File: src/rtl/hazard_forward_unit.sv
// Decode-side hazard unit: writer scoreboard, operand bypass selects,
// load-use/data hazards, control flush window, memory stalls, event counters.
module hazard_forward_unit #(
  parameter int ADDR_W    = 5,
  parameter int DEPTH     = 3,
  parameter int FWD_EN    = 1,
  parameter int FLUSH_CYC = 2,
  parameter int CNT_W     = 16,
  localparam int SEL_W    = $clog2(DEPTH + 1)
) (
  input  logic              clk,
  input  logic              rst,
  input  logic              jump_taken,
  input  logic              imem_ready,
  input  logic              dmem_ready,
  input  logic              dmem_use,
  input  logic              issue_valid,
  input  logic [ADDR_W-1:0] a0,
  input  logic [ADDR_W-1:0] a1,
  input  logic [ADDR_W-1:0] a2,
  input  logic              rd_wen,
  input  logic              rd_is_load,
  output logic              control_hazard,
  output logic              data_hazard,
  output logic              stall,
  output logic              dmem_stall,
  output logic              imem_stall,
  output logic [SEL_W-1:0]  fwd_sel0,
  output logic [SEL_W-1:0]  fwd_sel1,
  output logic [CNT_W-1:0]  hz_cnt,
  output logic [CNT_W-1:0]  ch_cnt
);

  localparam int FW = (FLUSH_CYC > 1) ? $clog2(FLUSH_CYC) : 1;
  localparam logic [FW-1:0] FLOAD = FW'(FLUSH_CYC - 1);

  logic [DEPTH-1:0]  ev;
  logic [DEPTH-1:0]  el;
  logic [ADDR_W-1:0] ea [DEPTH];
  logic [FW-1:0]     fcnt;

  logic [ADDR_W-1:0] src [2];
  logic [1:0]        req;
  logic [SEL_W-1:0]  sel [2];
  logic              wr;

  assign src[0] = a0;
  assign src[1] = a1;

  // Scan oldest to youngest so the youngest match overrides.
  always_comb begin
    for (int o = 0; o < 2; o++) begin
      req[o] = 1'b0;
      sel[o] = '0;
      for (int k = DEPTH - 1; k >= 0; k--) begin
        if (ev[k] && ea[k] == src[o] && src[o] != '0) begin
          if (FWD_EN == 0 || (k == 0 && el[k])) begin
            req[o] = 1'b1;
            sel[o] = '0;
          end else begin
            req[o] = 1'b0;
            sel[o] = SEL_W'(k + 1);
          end
        end
      end
    end
  end

  assign fwd_sel0       = sel[0];
  assign fwd_sel1       = sel[1];
  assign control_hazard = jump_taken | (fcnt != '0);
  assign data_hazard    = issue_valid & (|req) & ~control_hazard;
  assign dmem_stall     = ~dmem_ready & dmem_use;
  assign imem_stall     = ~imem_ready;
  assign stall          = dmem_stall
                        | (imem_stall & ~dmem_use & jump_taken);

  assign wr = issue_valid & rd_wen & (a2 != '0)
            & ~data_hazard & ~control_hazard;

  always_ff @(posedge clk or negedge rst) begin
    if (!rst) begin
      ev <= '0;
      el <= '0;
      for (int k = 0; k < DEPTH; k++) ea[k] <= '0;
    end else if (!stall) begin
      for (int k = DEPTH - 1; k >= 1; k--) begin
        ev[k] <= ev[k-1];
        el[k] <= el[k-1];
        ea[k] <= ea[k-1];
      end
      ev[0] <= wr;
      el[0] <= wr & rd_is_load;
      ea[0] <= wr ? a2 : '0;
    end
  end

  always_ff @(posedge clk or negedge rst) begin
    if (!rst) begin
      fcnt <= '0;
    end else if (!stall) begin
      if (jump_taken)       fcnt <= FLOAD;
      else if (fcnt != '0)  fcnt <= fcnt - FW'(1);
    end
  end

  always_ff @(posedge clk or negedge rst) begin
    if (!rst) begin
      hz_cnt <= '0;
      ch_cnt <= '0;
    end else if (!stall) begin
      if (data_hazard && hz_cnt != '1)
        hz_cnt <= hz_cnt + CNT_W'(1);
      if (control_hazard && ch_cnt != '1)
        ch_cnt <= ch_cnt + CNT_W'(1);
    end
  end

endmodule

File: config.mk
export PLATFORM = sky130hd
export DESIGN_NAME = hazard_forward_unit
export DESIGN_NICKNAME = d
export VERILOG_FILES = /design/src/rtl/hazard_forward_unit.sv
export SDC_FILE = /design/constraint.sdc
export NUM_CORES = 1
export LEC_CHECK = 0
export ABC_AREA = 1
export BUFFER_PORTS_ARGS = -buffer_cell sky130_fd_sc_hd__buf_2
export CORE_UTILIZATION = 50
export CTS_CLUSTER_SIZE = 8
export DETAILED_ROUTE_END_ITERATION = 10
export PLACE_DENSITY = 0.74
export SETUP_SLACK_MARGIN = 0.2
export SLEW_MARGIN = 20
export SYNTH_ARGS = -nofsm -noshare
export SYNTH_HDL_FRONTEND = slang
export SYNTH_SLANG_ARGS = --single-unit
File: constraint.sdc
create_clock -name clk -period 4.7 [get_ports clk]
set_input_delay 0.47 -clock clk [delete_from_list [all_inputs] [get_ports clk]]
set_output_delay 0.47 -clock clk [all_outputs]
set_load 0.01 [all_outputs]
Word level (Yosys, flattened, before mapping)
Cells that the tools add are included.

Bits in registers: 52. Bits in latches: 0. Memory bits (writable): 0. Bits in read-only memories: 0. Input bits: 24. Output and inout bits: 41. Word-level logic and storage cells: 70. Memories kept: 0.

Add/sub/neg operators: 3. $mul: 0. Divide/modulo/power cells: 0. Order comparisons: 0. Equal/unequal tests: 8. Shift operators: 0. Multiplexer cells: 13. Bitwise operators: 18. Reductions and logical operators: 20.

Operator list (number): 16-bit by 1-bit adder with 16-bit output, second input constant (2); 16-bit inequality test, second input constant (2); 5-bit == test (6); 5-bit nonzero test (3); 1-bit logical AND (14); 2-bit 2-to-1 mux (6); 1-bit AND (10); 1-bit 2-to-1 mux (6); 1-bit inverter (6); 5-bit 2-to-1 mux (1); 2-bit AND reduction (2); 1-bit OR (2); 2-bit OR reduction (1); 1-bit subtractor, second input constant (1).

Logic depth before layout (Yosys ltp)
Gate-level depths: netlist (run 1).

Depth in word-level cells: 11. Depth in mapped cells: 12. Gate-level depth less buffers: 11.

Worst setup path before layout (run 1)
No wires, ideal clock.

Kind: input to output. Start: input port a0[4]. End: output port data_hazard. Data arrival time: 1303 ps. Data required time: 4230 ps. Setup slack: 2927 ps. Cell stages on the path: 9. Buffers on the path: 0. Cell sequence: inv_1 -> nand2_1 -> nand2_1 -> nand2_1 -> nor2_1 -> nand3_2 -> nand2_4 -> inv_1 -> nor2_1.

Word-level cells in the longest chain between the ends: 7. Elaborated cells on any way between the ends: 8. Classes of those cells: 1 x eq/ne; 1 x mux; 2 x bitwise; 4 x reduce/logical.

Ends and longest elaborated chain: start, declared (line 18) `input logic [ADDR_W-1:0] a0,`; 5-bit == test (line 56) `if (ev[k] && ea[k] == src[o] && src[o] != '0) begin`; 1-bit logical AND (line 56); 1-bit logical AND * (line 56); 1-bit 2-to-1 mux * (line 56); 2-bit OR reduction * (line 72) `assign data_hazard = issue_valid & (|req) & ~control_hazard;`; 1-bit AND * (2 in a row) (line 72); end, declared (line 24) `output logic data_hazard,`.

Every way passes the cells marked *; elsewhere a longest branch is shown, timed or not.

Final worst setup path (run 1)
Start: register ea[14] (netlist name). End: output port data_hazard.

Word-level cells in the longest chain between the ends: 7. Elaborated cells on any way between the ends: 11. Classes of those cells: 2 x eq/ne; 2 x mux; 2 x bitwise; 5 x reduce/logical.

Ends and longest elaborated chain: start, declared (line 39) `logic [ADDR_W-1:0] ea [DEPTH];`; start signal, assigned by index (line 90) `ea[k] <= ea[k-1];`; 5-bit == test (line 56); 1-bit logical AND (2 in a row) (line 56); 1-bit 2-to-1 mux (line 56); 2-bit OR reduction * (line 72); 1-bit AND * (2 in a row) (line 72).

Marked as above.

==> results of run 1 <==
layout by cell type, fill, tap and decap left out, types with 12 or more instances in the layout:
master   netlist  final
buf_2          3     64
dfrtp_1       52     52
inv_1         42     42
nand2_1      148    148
nand2_2       12     12
nand3_1       25     25
nand4_1       23     23
nor2_1        47     47
o21ai_0       21     21
xnor2_1       17     17
xor2_1        17     17
critical path: stages (launching register included):
cell	delay, ns
dfrtp_1	0.44
inv_1	0.12
nand2_1	0.06
nand2_1	0.05
nand2_1	0.05
nor2_1	0.17
nand3_2	0.12
nand2_4	0.21
inv_1	0.19
nor2_1	0.13
buf_2	0.14
path summary, 6_finish.rpt:
kind	start	end	slack, ns	depth (start not counted)
setup / recovery	ea[14]	data_hazard	2.24	10
hold / removal	rst	ea[3]	0.26	2
setup reg to reg	hz_cnt[0]	hz_cnt[0]	2.72	9
hold reg to reg	fcnt	fcnt	0.49	2
max in group asynchronous	rst	hz_cnt[14]	4.00	2
min in group clk	jump_taken	fcnt	0.41	3
final cells by class:
type / instances / share of cell area [%]
Timing Repair Buffer: 65 / 8.774
Inverter: 49 / 4.923
Sequential cell: 52 / 34.83
Clock buffer: 8 / 2.411
Tap cell: 77 / 2.579
Multi-Input combinational cell: 344 / 46.48
state kept, by name, summed over array words and instances (netlist names):
register  count
ch_cnt       16
ea           15
el            1
ev            3
fcnt          1
hz_cnt       16
logic make-up after synthesis:
| logic type | count (synthesis) |
|---|---|
| AO/OA/AOI/OAI | 29 |
| XOR/XNOR | 34 |
| adder cells (fa/ha/maj) | 2 |
| buffers and inverters | 57 |
| flip-flops | 52 |
| AND/OR/NAND/NOR | 279 |
per-stage QoR:
stage,power [mW],instance area [um^2]
3_3_place_gp,0.7239,3646
2_1_floorplan,0.6452,3267
3_5_place_dp,0.7297,3646
6_report,0.9874,3736
4_1_cts,0.9955,3736
5_1_grt,1.043,3736
layer usage:
layer	part of all wire [%]	track usage, %	vias to the layer above	routed length (um)
met5	0	0	-	0
met4	1.3	7.680	0	109
met3	4.9	4.374	13	402
met2	44	37.48	100	3679
met1	49	37.92	1464	4086
li1	-	-	1569	-
power by group through the flow:
stage               registers (mW)  logic (mW)  clock network [mW]
floorplan                    0.543       0.102                   0
global placement             0.535       0.188                   0
detailed placement           0.535       0.194                   0
CTS                          0.528       0.194               0.273
global route                 0.534       0.214               0.295
finish                       0.529       0.192               0.266
==> impl_metrics.yaml, run 1 <==
global_routing:
  grt_pass1_wl_um: 14220
  grt_util_all_layers_pct: 25.32
  maximum_number_of_pins_on_one_net_before_global_route_repair: 53
  antenna_found_initial: 0
  grt_pass1_vias: 2928
  overflow: 0
power:
  cellLeakagePower_nw: 1.928
  power-per-cell-area_nw_per_um2: 264.3
  power_switching_mw: 0.3061
  clock_share_of_power_pct: 27.0
  share_comb_of_total_power_pct: 19.5
  ir_worst_vdd_mv: 0.2056
  netSwitchingFraction_pct: 31.00
  seq_power_share_pct: 53.6
  internal_power_mw: 0.6813
timing:
  timing_max_transition_violations_final: 0
  min_period_over_period_pct: 52.34
  postLayoutSetupSlackWorst_ns: 2.240
  finalSetupTns_ns: 0
  finalHoldViolCount: 0
  actual_transition_at_the_worst_max_transition_pin_ns: 0.6549
  grt_setup_unrepaired: "no"
  clock_skew_ns: 0.006065
  slew-limit-headroom_pct: 56.34
  setup_violating_endpoint_count_in_the_final_report: 0
  fmax_ghz: 0.4065
  timing.hold.ws_ns: 0.2610
  final.min_clock_period_ns: 2.460
logic_synthesis:
  ys_dominant_reg_cell: "dfrtp_1"
  syn-cell-area_um2: 3267
  ys_types: 32
  ys_warn_count: 0
  post_synth_xor_area_fraction_pct: 9.115
  area_fraction_in_and_or_nand_and_nor_cells_after_synthesis_pct: 38.45
  synth_mux_area_share_pct: 0
  synth.avg_cell_area_um2: 7.212
  share_of_the_yosys_chip_area_belonging_to_registers_pct: 39.83
  synth_fa_ha_area_share_pct: 0.7660
  combinational_family_with_the_most_area_after_synthesis: "simple AND/OR/NAND/NOR gates"
  synth.ff_latch_count: 52
  synth_top_cells_by_area: "dfrtp_1 (40%), nand2_1 (17%), nor2_1 (5.4%)"
  syn_nets: 479
  yosysTopAreaCell: "dfrtp_1"
  synth.cells.most_frequent: "nand2_1 (148), dfrtp_1 (52), nor2_1 (47)"
  post-synth-top-area-fraction_pct: 39.83
  count_of_flip_flops_with_a_built_in_enable_after_synthesis: 0
  synth_most_common_cell: "nand2_1"
  instance_count_of_the_mapped_netlist: 453
  synth-compound-area-share_pct: 4.826
  synth_async_sr_flop_share_pct: 100.0
clock_tree:
  cts_num_sinks: 52
  cts.hold.buffers_added: 0
  clk_pin_slew_worst_paths_ns: 0.09
  cts_root_buffer: "clkbuf_8"
  max-clock-path-buffers: 2
  insertion_delay_ns: 0.31
  htree_levels: 2
  tritoncts: "done"
  post_cts_resized: 0
  total_clock_buffers_created_by_cts: 5
  cts_setup_buffers: 0
routing:
  antenna_left: 0
  route.detailed.drc: 0
  drtIter0Drc: 263
  detail_route.vias_per_cell: 5.287
  routed-via-count: 3146
  routedWlPerCell_um: 13.91
  drt-pass1-iter-count: 4
  postRouteWirelength_um: 8278
worst_setup_path:
  worstPathRequired_ns: 4.23
  worst-endpoint-arrival_ns: 1.99
  timing.critical_path.from_type: "flop"
  timing.critical_path.to_type: "output pin"
  cp_max_fo: 18
  crit_type: "reg2out"
final_layout:
  layout.cells.non_filler: 595
  regArea_um2: 1301
  area_delta_synth_final_pct: 14.36
  layout.core_utilization_pct: 59.18
  nets: 543
  multi_input_area_um2: 1737
  n_fill_cell: 621
  drive_gt1_share_pct: 20.08
  antenna_cells: 0
die:
  chipHeight_um: 82.83
  core_area_um2: 6314
  ioPinCount: 65
  die_x_um: 82.83
  rows: 29
  floorplan.initialDensity_pct: 51.74
  die_area_um2: 6861
job:
  maxCapViolations: 0
placement:
  post-dp-hpwl_um: 6103
  dp.cells: 587
  portBuffers: 64
  gp_routability_congestion: 0.9654
  dp_worst_setup_slack_ns: 2.359
worst_hold_path:
  hp-class: "in2async"
outcome:
  outcome: "complete, no violations"
(Power assumes the default switching activity.)
==> run 2, diff against run 1 <==
- PLACE_DENSITY: 0.74 -> 0.76
- clock period: 4.7 -> 2.2 ns (I/O delays scaled with it)
==> run 2 against run 1 <==
Compared with the run above: count of clock-buffer cells in the layout shrank 2; clock power is 94% higher; final cell count up 1.7%; combinational power increased by 120%; core utilization up 2.0 points; critical path depth is 1 higher; first-iteration DRC count shrank 35%; sequential share of layout area shrank 1.2 points; via count up 0.51%; die area unchanged; final area rose by 3.4%; critical endpoint unchanged.
==> impl_metrics.yaml, run 2 (same netlist as run 1, synthesis figures left out) <==
final_layout:
  multi_input_area_um2: 1778
  layout.cells.non_filler: 605
  most_frequent_standard_cell_in_the_layout_excluding_fill_and_tap_cells: "nand2_1"
  drive_gt1_share_pct: 23.11
  final_cell_mix: "nand2_1 (146), buf_2 (63), dfrtp_1 (52), nor2_1 (44), inv_1 (39)"
  area_delta_synth_final_pct: 18.31
  regArea_um2: 1301
  registers_with_the_most_flip_flops: "ch_cnt x16, hz_cnt x16, ea x15"
  nets: 554
  final_instance_area_um2: 3865
  antenna_cells: 0
  n_fill_cell: 600
global_routing:
  overflow: 0
  antenna_found_initial: 0
  use_met1_pct: 33.31
  grt-busiest-layer: "met2"
  groute.layer.met2.usage_pct: 36.07
  grt_pass1_vias: 2887
  maximum_number_of_pins_on_one_net_before_global_route_repair: 31
  grt_pass1_wl_um: 13270
  grt_util_all_layers_pct: 23.56
  grt_util_met3_pct: 3.181
clock_tree:
  cts_root_buffer: "clkbuf_8"
  cts_num_sinks: 52
  tritoncts: "done"
  htree_levels: 2
  max-clock-path-buffers: 2
  total_clock_buffers_created_by_cts: 5
  insertion_delay_ns: 0.30
  clk_pin_slew_worst_paths_ns: 0.09
worst_setup_path:
  worst_path_most_repeated_cell: "nand2_1"
  max_stage_delay_on_crit_path_ns: 0.41
  worstPathRequired_ns: 1.98
  crit_type: "reg2out"
  cp_max_fo: 5
  worst-endpoint-arrival_ns: 1.77
  worstPathBufferInverterCount: 4
  timing.critical_path.from_type: "flop"
  timing.critical_path.to_type: "output pin"
  cp_cell_sequence: "inv_2 > nand2_1 > nand2_1 > clkinv_1 > nand2_1 > nor2_2 > nand3_2 > nand2_8 > clkinvlp_4 > nor2_4 > buf_6"
  critPathTopFamily: "simple AND/OR/NAND/NOR gates"
  critical-path-slowest-cell: "dfrtp_1"
timing:
  slew-limit-headroom_pct: 62.96
  grt_setup_unrepaired: "yes"
  finalHoldViolCount: 0
  fmax_ghz: 0.5035
  clock_skew_ns: 0.008084
  finalSetupTns_ns: 0
  final.min_clock_period_ns: 1.986
  min_period_over_period_pct: 90.28
  setup_violating_endpoint_count_in_the_final_report: 0
  actual_transition_at_the_worst_max_transition_pin_ns: 0.5555
  timing_max_transition_violations_final: 0
placement:
  gp_routability_congestion: 0.9333
  portBuffers: 64
  dp.cells: 590
  placed_cell_area_um2: 3681
  post-dp-hpwl_um: 5779
die:
  die_area_um2: 6861
  rows: 29
  ioPinCount: 65
  core_area_um2: 6314
  chipHeight_um: 82.83
  floorplan.initialDensity_pct: 51.74
  die_x_um: 82.83
power:
  seq_power_share_pct: 54.5
  power-per-cell-area_nw_per_um2: 534.4
  clock_share_of_power_pct: 24.9
  netSwitchingFraction_pct: 30.95
  share_comb_of_total_power_pct: 20.6
  internal_power_mw: 1.426
  power_switching_mw: 0.6394
  ir_worst_vdd_mv: 0.4676
  cellLeakagePower_nw: 1.978
routing:
  routedWlPerCell_um: 13.08
  detail_route.vias_per_cell: 5.226
  route.detailed.drc: 0
  drtIter0Drc: 172
  postRouteWirelength_um: 7915
  antenna_left: 0
  drt-pass1-iter-count: 4
  routed-via-count: 3162
worst_hold_path:
  hp-class: "in2reg"
outcome:
  outcome: "complete, no violations"
job:
  maxCapViolations: 0
## run 2: final cells by class
type                       count  share of cell area (%)
clock buffer                   6                   1.878
clock inverter                 1                  0.1295
inverter                      49                   4.856
multi-input combinational    345                   46.00
sequential                    52                   33.67
tap                           77                   2.493
timing repair buffer          75                   10.97
## run 2: repair_timing
item | 4_1_cts | 5_1_grt
resized for setup | 3 | 9
pin swaps | 1 | 7
hold endpoints to repair | 22 | 0
hold buffers | 1 | 0
endpoints found under the setup margin | 1 | 4
setup buffers | 2 | 4
gates cloned | 0 | 1
## run 2: per-layer routing
metal	share of wire [%]	wire length (um)	vias up
met5	0	0	-
met4	1.9	149	0
met3	4.5	354	16
met2	47	3743	106
met1	46	3668	1453
li1	-	-	1587
## run 2: worst paths after layout
| kind | from | endpoint | slack, ns | depth (start not counted) |
|---|---|---|---|---|
| worst max-delay path | ea[13] | data_hazard | 0.21 | 11 |
| worst min-delay path | rd_is_load | el[0] | 0.17 | 3 |
| worst max register to register | ea[13] | hz_cnt[11] | 0.29 | 12 |
| worst min register to register | fcnt | fcnt | 0.49 | 2 |
| max in group asynchronous | rst | hz_cnt[4] | 1.20 | 3 |
| min in group asynchronous | rst | ea[0] | 0.43 | 2 |
## run 2: worst register-to-register path, stage by stage (launching register included)
cell	delay [ns]
dfrtp_1	0.41
inv_2	0.06
nand2_1	0.08
nand2_1	0.06
clkinv_1	0.04
nand2_1	0.05
nor2_2	0.16
nand3_2	0.14
nand2_8	0.11
buf_4	0.23
nand3_2	0.29
nand2_2	0.13
nand2_1	0.05
## run 2: power groups by stage
stage | clock, mW | combinational [mW] | sequential, mW
6_report | 0.515 | 0.426 | 1.13
5_1_grt | 0.578 | 0.478 | 1.14
4_1_cts | 0.540 | 0.425 | 1.13
3_5_place_dp | 0 | 0.423 | 1.14
3_3_place_gp | 0 | 0.412 | 1.14
2_1_floorplan | 0 | 0.218 | 1.16
## run 2: stage by stage
| stage | setup slack, ns | total power, mW | hold WS (ns) | utilization (%) |
|---|---|---|---|---|
| 2_1_floorplan | 0.5973 | 1.378 | -0.07559 | - |
| 3_3_place_gp | 0.4589 | 1.552 | 0.2371 | 58.30 |
| 3_5_place_dp | 0.3909 | 1.565 | 0.2349 | 58.30 |
| 4_1_cts | 0.2027 | 2.091 | 0.1521 | 60.15 |
| 5_1_grt | 0.09965 | 2.198 | 0.1557 | 61.22 |
| 6_report | 0.2139 | 2.066 | 0.1690 | 61.22 |
==> run 3, diff against run 2 <==
- ABC_AREA: 1 -> default
- BUFFER_PORTS_ARGS: -buffer_cell sky130_fd_sc_hd__buf_2 -> -buffer_cell sky130_fd_sc_hd__buf_4
- CORE_UTILIZATION: 50 -> 48
- PLACE_DENSITY: 0.76 -> default
- PLACE_DENSITY_LB_ADDON: default -> 0.25
==> run 3 against run 2 <==
Compared with the run above: synthesized cell count shrank 40%; fmax shrank 5.2%; die area shrank 11%; worst hold slack lost 0.020 ns; core utilization grew 5.6 points; power grew 4.7%; critical path depth shrank 4; first-iteration DRC count shrank 28%; critical path type unchanged; critical endpoint unchanged.
==> impl_metrics.yaml, run 3 <==
outcome:
  outcome: "complete, no violations"
die:
  ioPinCount: 65
  floorplan.initialDensity_pct: 50.07
  chipHeight_um: 78.02
  die_area_um2: 6087
  core_area_um2: 5540
  rows: 27
  die_x_um: 78.02
routing:
  drt-pass1-iter-count: 4
  detail_route.vias_per_cell: 5.280
  routed-via-count: 2281
  postRouteWirelength_um: 6507
  antenna_left: 0
  routedWlPerCell_um: 15.06
  route.detailed.drc: 0
  drtIter0Drc: 124
worst_hold_path:
  hp-class: "in2reg"
  cells_on_worst_hold_path: 2
  hold_path_origin: "rd_is_load"
  worst_hold_path.endpoint: "el[0]"
logic_synthesis:
  instance_count_of_the_mapped_netlist: 272
  synth.avg_cell_area_um2: 10.20
  syn_nets: 298
  ys_dominant_reg_cell: "dfrtp_1"
  synth_top_cells_by_area: "dfrtp_1 (47%), xnor2_1 (9.5%), xor2_1 (8.8%)"
  synth.cells.most_frequent: "dfrtp_1 (52), nand2_1 (44), xnor2_1 (30)"
  synth_async_sr_flop_share_pct: 100.0
  post-synth-top-area-fraction_pct: 46.91
  yosysTopAreaCell: "dfrtp_1"
  synth_most_common_cell: "dfrtp_1"
  synth.ff_latch_count: 52
  syn-cell-area_um2: 2774
  ys_warn_count: 0
  count_of_flip_flops_with_a_built_in_enable_after_synthesis: 0
  share_of_the_yosys_chip_area_belonging_to_registers_pct: 46.91
  ys_types: 44
timing:
  setup_violating_endpoint_count_in_the_final_report: 0
  fmax_ghz: 0.4774
  min_period_over_period_pct: 95.21
  slew-limit-headroom_pct: 55.97
  actual_transition_at_the_worst_max_transition_pin_ns: 0.6604
  timing_max_transition_violations_final: 0
  finalSetupTns_ns: 0
  final.min_clock_period_ns: 2.095
  clock_skew_ns: 0.008497
  grt_setup_unrepaired: "yes"
  finalHoldViolCount: 0
global_routing:
  grt_pass1_wl_um: 10660
  grt_pass1_vias: 2194
  maximum_number_of_pins_on_one_net_before_global_route_repair: 53
  grt_util_all_layers_pct: 22.57
  overflow: 0
  antenna_found_initial: 0
clock_tree:
  htree_levels: 2
  cts_root_buffer: "clkbuf_8"
  clk_pin_slew_worst_paths_ns: 0.10
  insertion_delay_ns: 0.30
  max-clock-path-buffers: 2
  cts_num_sinks: 52
  total_clock_buffers_created_by_cts: 5
  tritoncts: "done"
worst_setup_path:
  rr_startpoint: "ea[11]"
  worstPathRequired_ns: 1.98
  ff2ff_setup_slack_ns: 0.26
  timing.critical_path.to_type: "output pin"
  cp_max_fo: 2
  worst-endpoint-arrival_ns: 1.87
  timing.critical_path.from_type: "flop"
  crit_type: "reg2out"
  worst-r2r-cell-count: 8
  critical_path.reg2reg.endpoint: "hz_cnt[14]"
job:
  maxCapViolations: 0
final_layout:
  drive_gt1_share_pct: 33.89
  final_cell_mix: "buf_4 (77), dfrtp_1 (46), nand2_1 (44), xnor2_1 (28), xor2_1 (25)"
  nets: 385
  most_frequent_standard_cell_in_the_layout_excluding_fill_and_tap_cells: "buf_4"
  layout.core_utilization_pct: 66.85
  antenna_cells: 0
  area_delta_synth_final_pct: 33.51
  registers_with_the_most_flip_flops: "ch_cnt x16, hz_cnt x16, ea x15"
power:
  power-per-cell-area_nw_per_um2: 584.2
  cellLeakagePower_nw: 1.807
  ir_worst_vdd_mv: 0.5933
placement:
  portBuffers: 64
  gp_routability_congestion: 0.8956
  post-dp-hpwl_um: 4578
-- run 3: cell types whose count changed in the layout (fill, tap and decap cells not counted), moves of 14 or more --
cell,delta
nand2_2,-14
inv_1,-32
nand3_1,-14
nor2_1,-30
o21ai_0,-20
nand2_1,-102
buf_4,+68
buf_2,-63
-- run 3: kinds of logic (layout without fill, tap and decap cells) --
group / count (synthesis) / after routing / synth area share [%]
AND/OR/NAND/NOR: 126 / 126 / 25.03
buffers and inverters: 10 / 98 / 1.353
XOR/XNOR: 58 / 58 / 18.31
adder cells (fa/ha/maj): 2 / 2 / 0.9020
multiplexers: 4 / 4 / 1.534
AO/OA/AOI/OAI: 20 / 20 / 5.953
flip-flops: 52 / 52 / 46.91
-- run 3: per-stage QoR --
| step | hold slack (ns) | cells | total power, mW | setup WS [ns] | instance area [um^2] |
|---|---|---|---|---|---|
| finish | 0.1488 | 432 | 2.163 | 0.1053 | 3704 |
| global route | 0.1320 | 432 | 2.289 | 0.03969 | 3704 |
| CTS | 0.1368 | 430 | 2.184 | 0.02973 | 3613 |
| detailed placement | 0.2922 | 409 | 1.600 | 0.1800 | 3363 |
| global placement | 0.2987 | 409 | 1.592 | 0.2034 | 3363 |
| floorplan | -0.07559 | 272 | 1.364 | 0.3711 | 2774 |
-- run 3: worst max-delay path, stage by stage (launching register included) --
cell and delay (ns):
dfrtp_2 0.44, xnor2_1 0.21, nand4_1 0.16, nor4_4 0.19
buf_4 0.17, o21a_4 0.13, and3_2 0.16, buf_4 0.11
-- run 3: metal layers --
| layer | up-vias | share of wire [%] | global-route usage [%] |
|---|---|---|---|
| met5 | - | 0 | 0 |
| met3 | 4 | 3.5 | 2.791 |
| met2 | 49 | 49 | 36.81 |
| li1 | 1113 | - | - |
| met4 | 0 | 0.74 | 6.111 |
| met1 | 1115 | 47 | 31.89 |
-- run 3: cell type report --
| cell class | count | area (um^2) |
|---|---|---|
| Clock buffer | 6 | 82.58 |
| Clock inverter | 2 | 13.76 |
| Fill cell | 461 | 1837 |
| Inverter | 7 | 26.28 |
| Multi-Input combinational cell | 210 | 1538 |
| Sequential cell | 52 | 1309 |
| Tap cell | 72 | 90.09 |
| Timing Repair Buffer | 83 | 644.4 |
-- run 3: timing repair --
item | 4_1_cts | 5_1_grt
gates resized for setup | 13 | 15
endpoints found under the hold margin | 52 | 0
pin swaps | 9 | 9
buffers inserted | 12 | 2
gates cloned | 0 | 0
hold buffers | 1 | 0
setup endpoints to repair | 7 | 30
-- run 3: worst max-delay path by stage --
stage                         start  cells past startpoint          end  slack (ns)
after floorplan           hz_cnt[6]                      6   hz_cnt[14]        0.37
after detailed placement  hz_cnt[0]                      6   hz_cnt[13]        0.18
after CTS                    ea[14]                      7  data_hazard        0.03
after global routing         ea[13]                      7  data_hazard        0.04
after global placement        a1[1]                      7       ea[10]        0.20
final                        ea[13]                      7  data_hazard        0.11
-- run 3: power by group --
group / internal, mW / switching, mW / total (mW)
Sequential: 1.04 / 0.116 / 1.15
Combinational: 0.231 / 0.213 / 0.444
Clock: 0.258 / 0.308 / 0.565
Total: 1.53 / 0.637 / 2.16
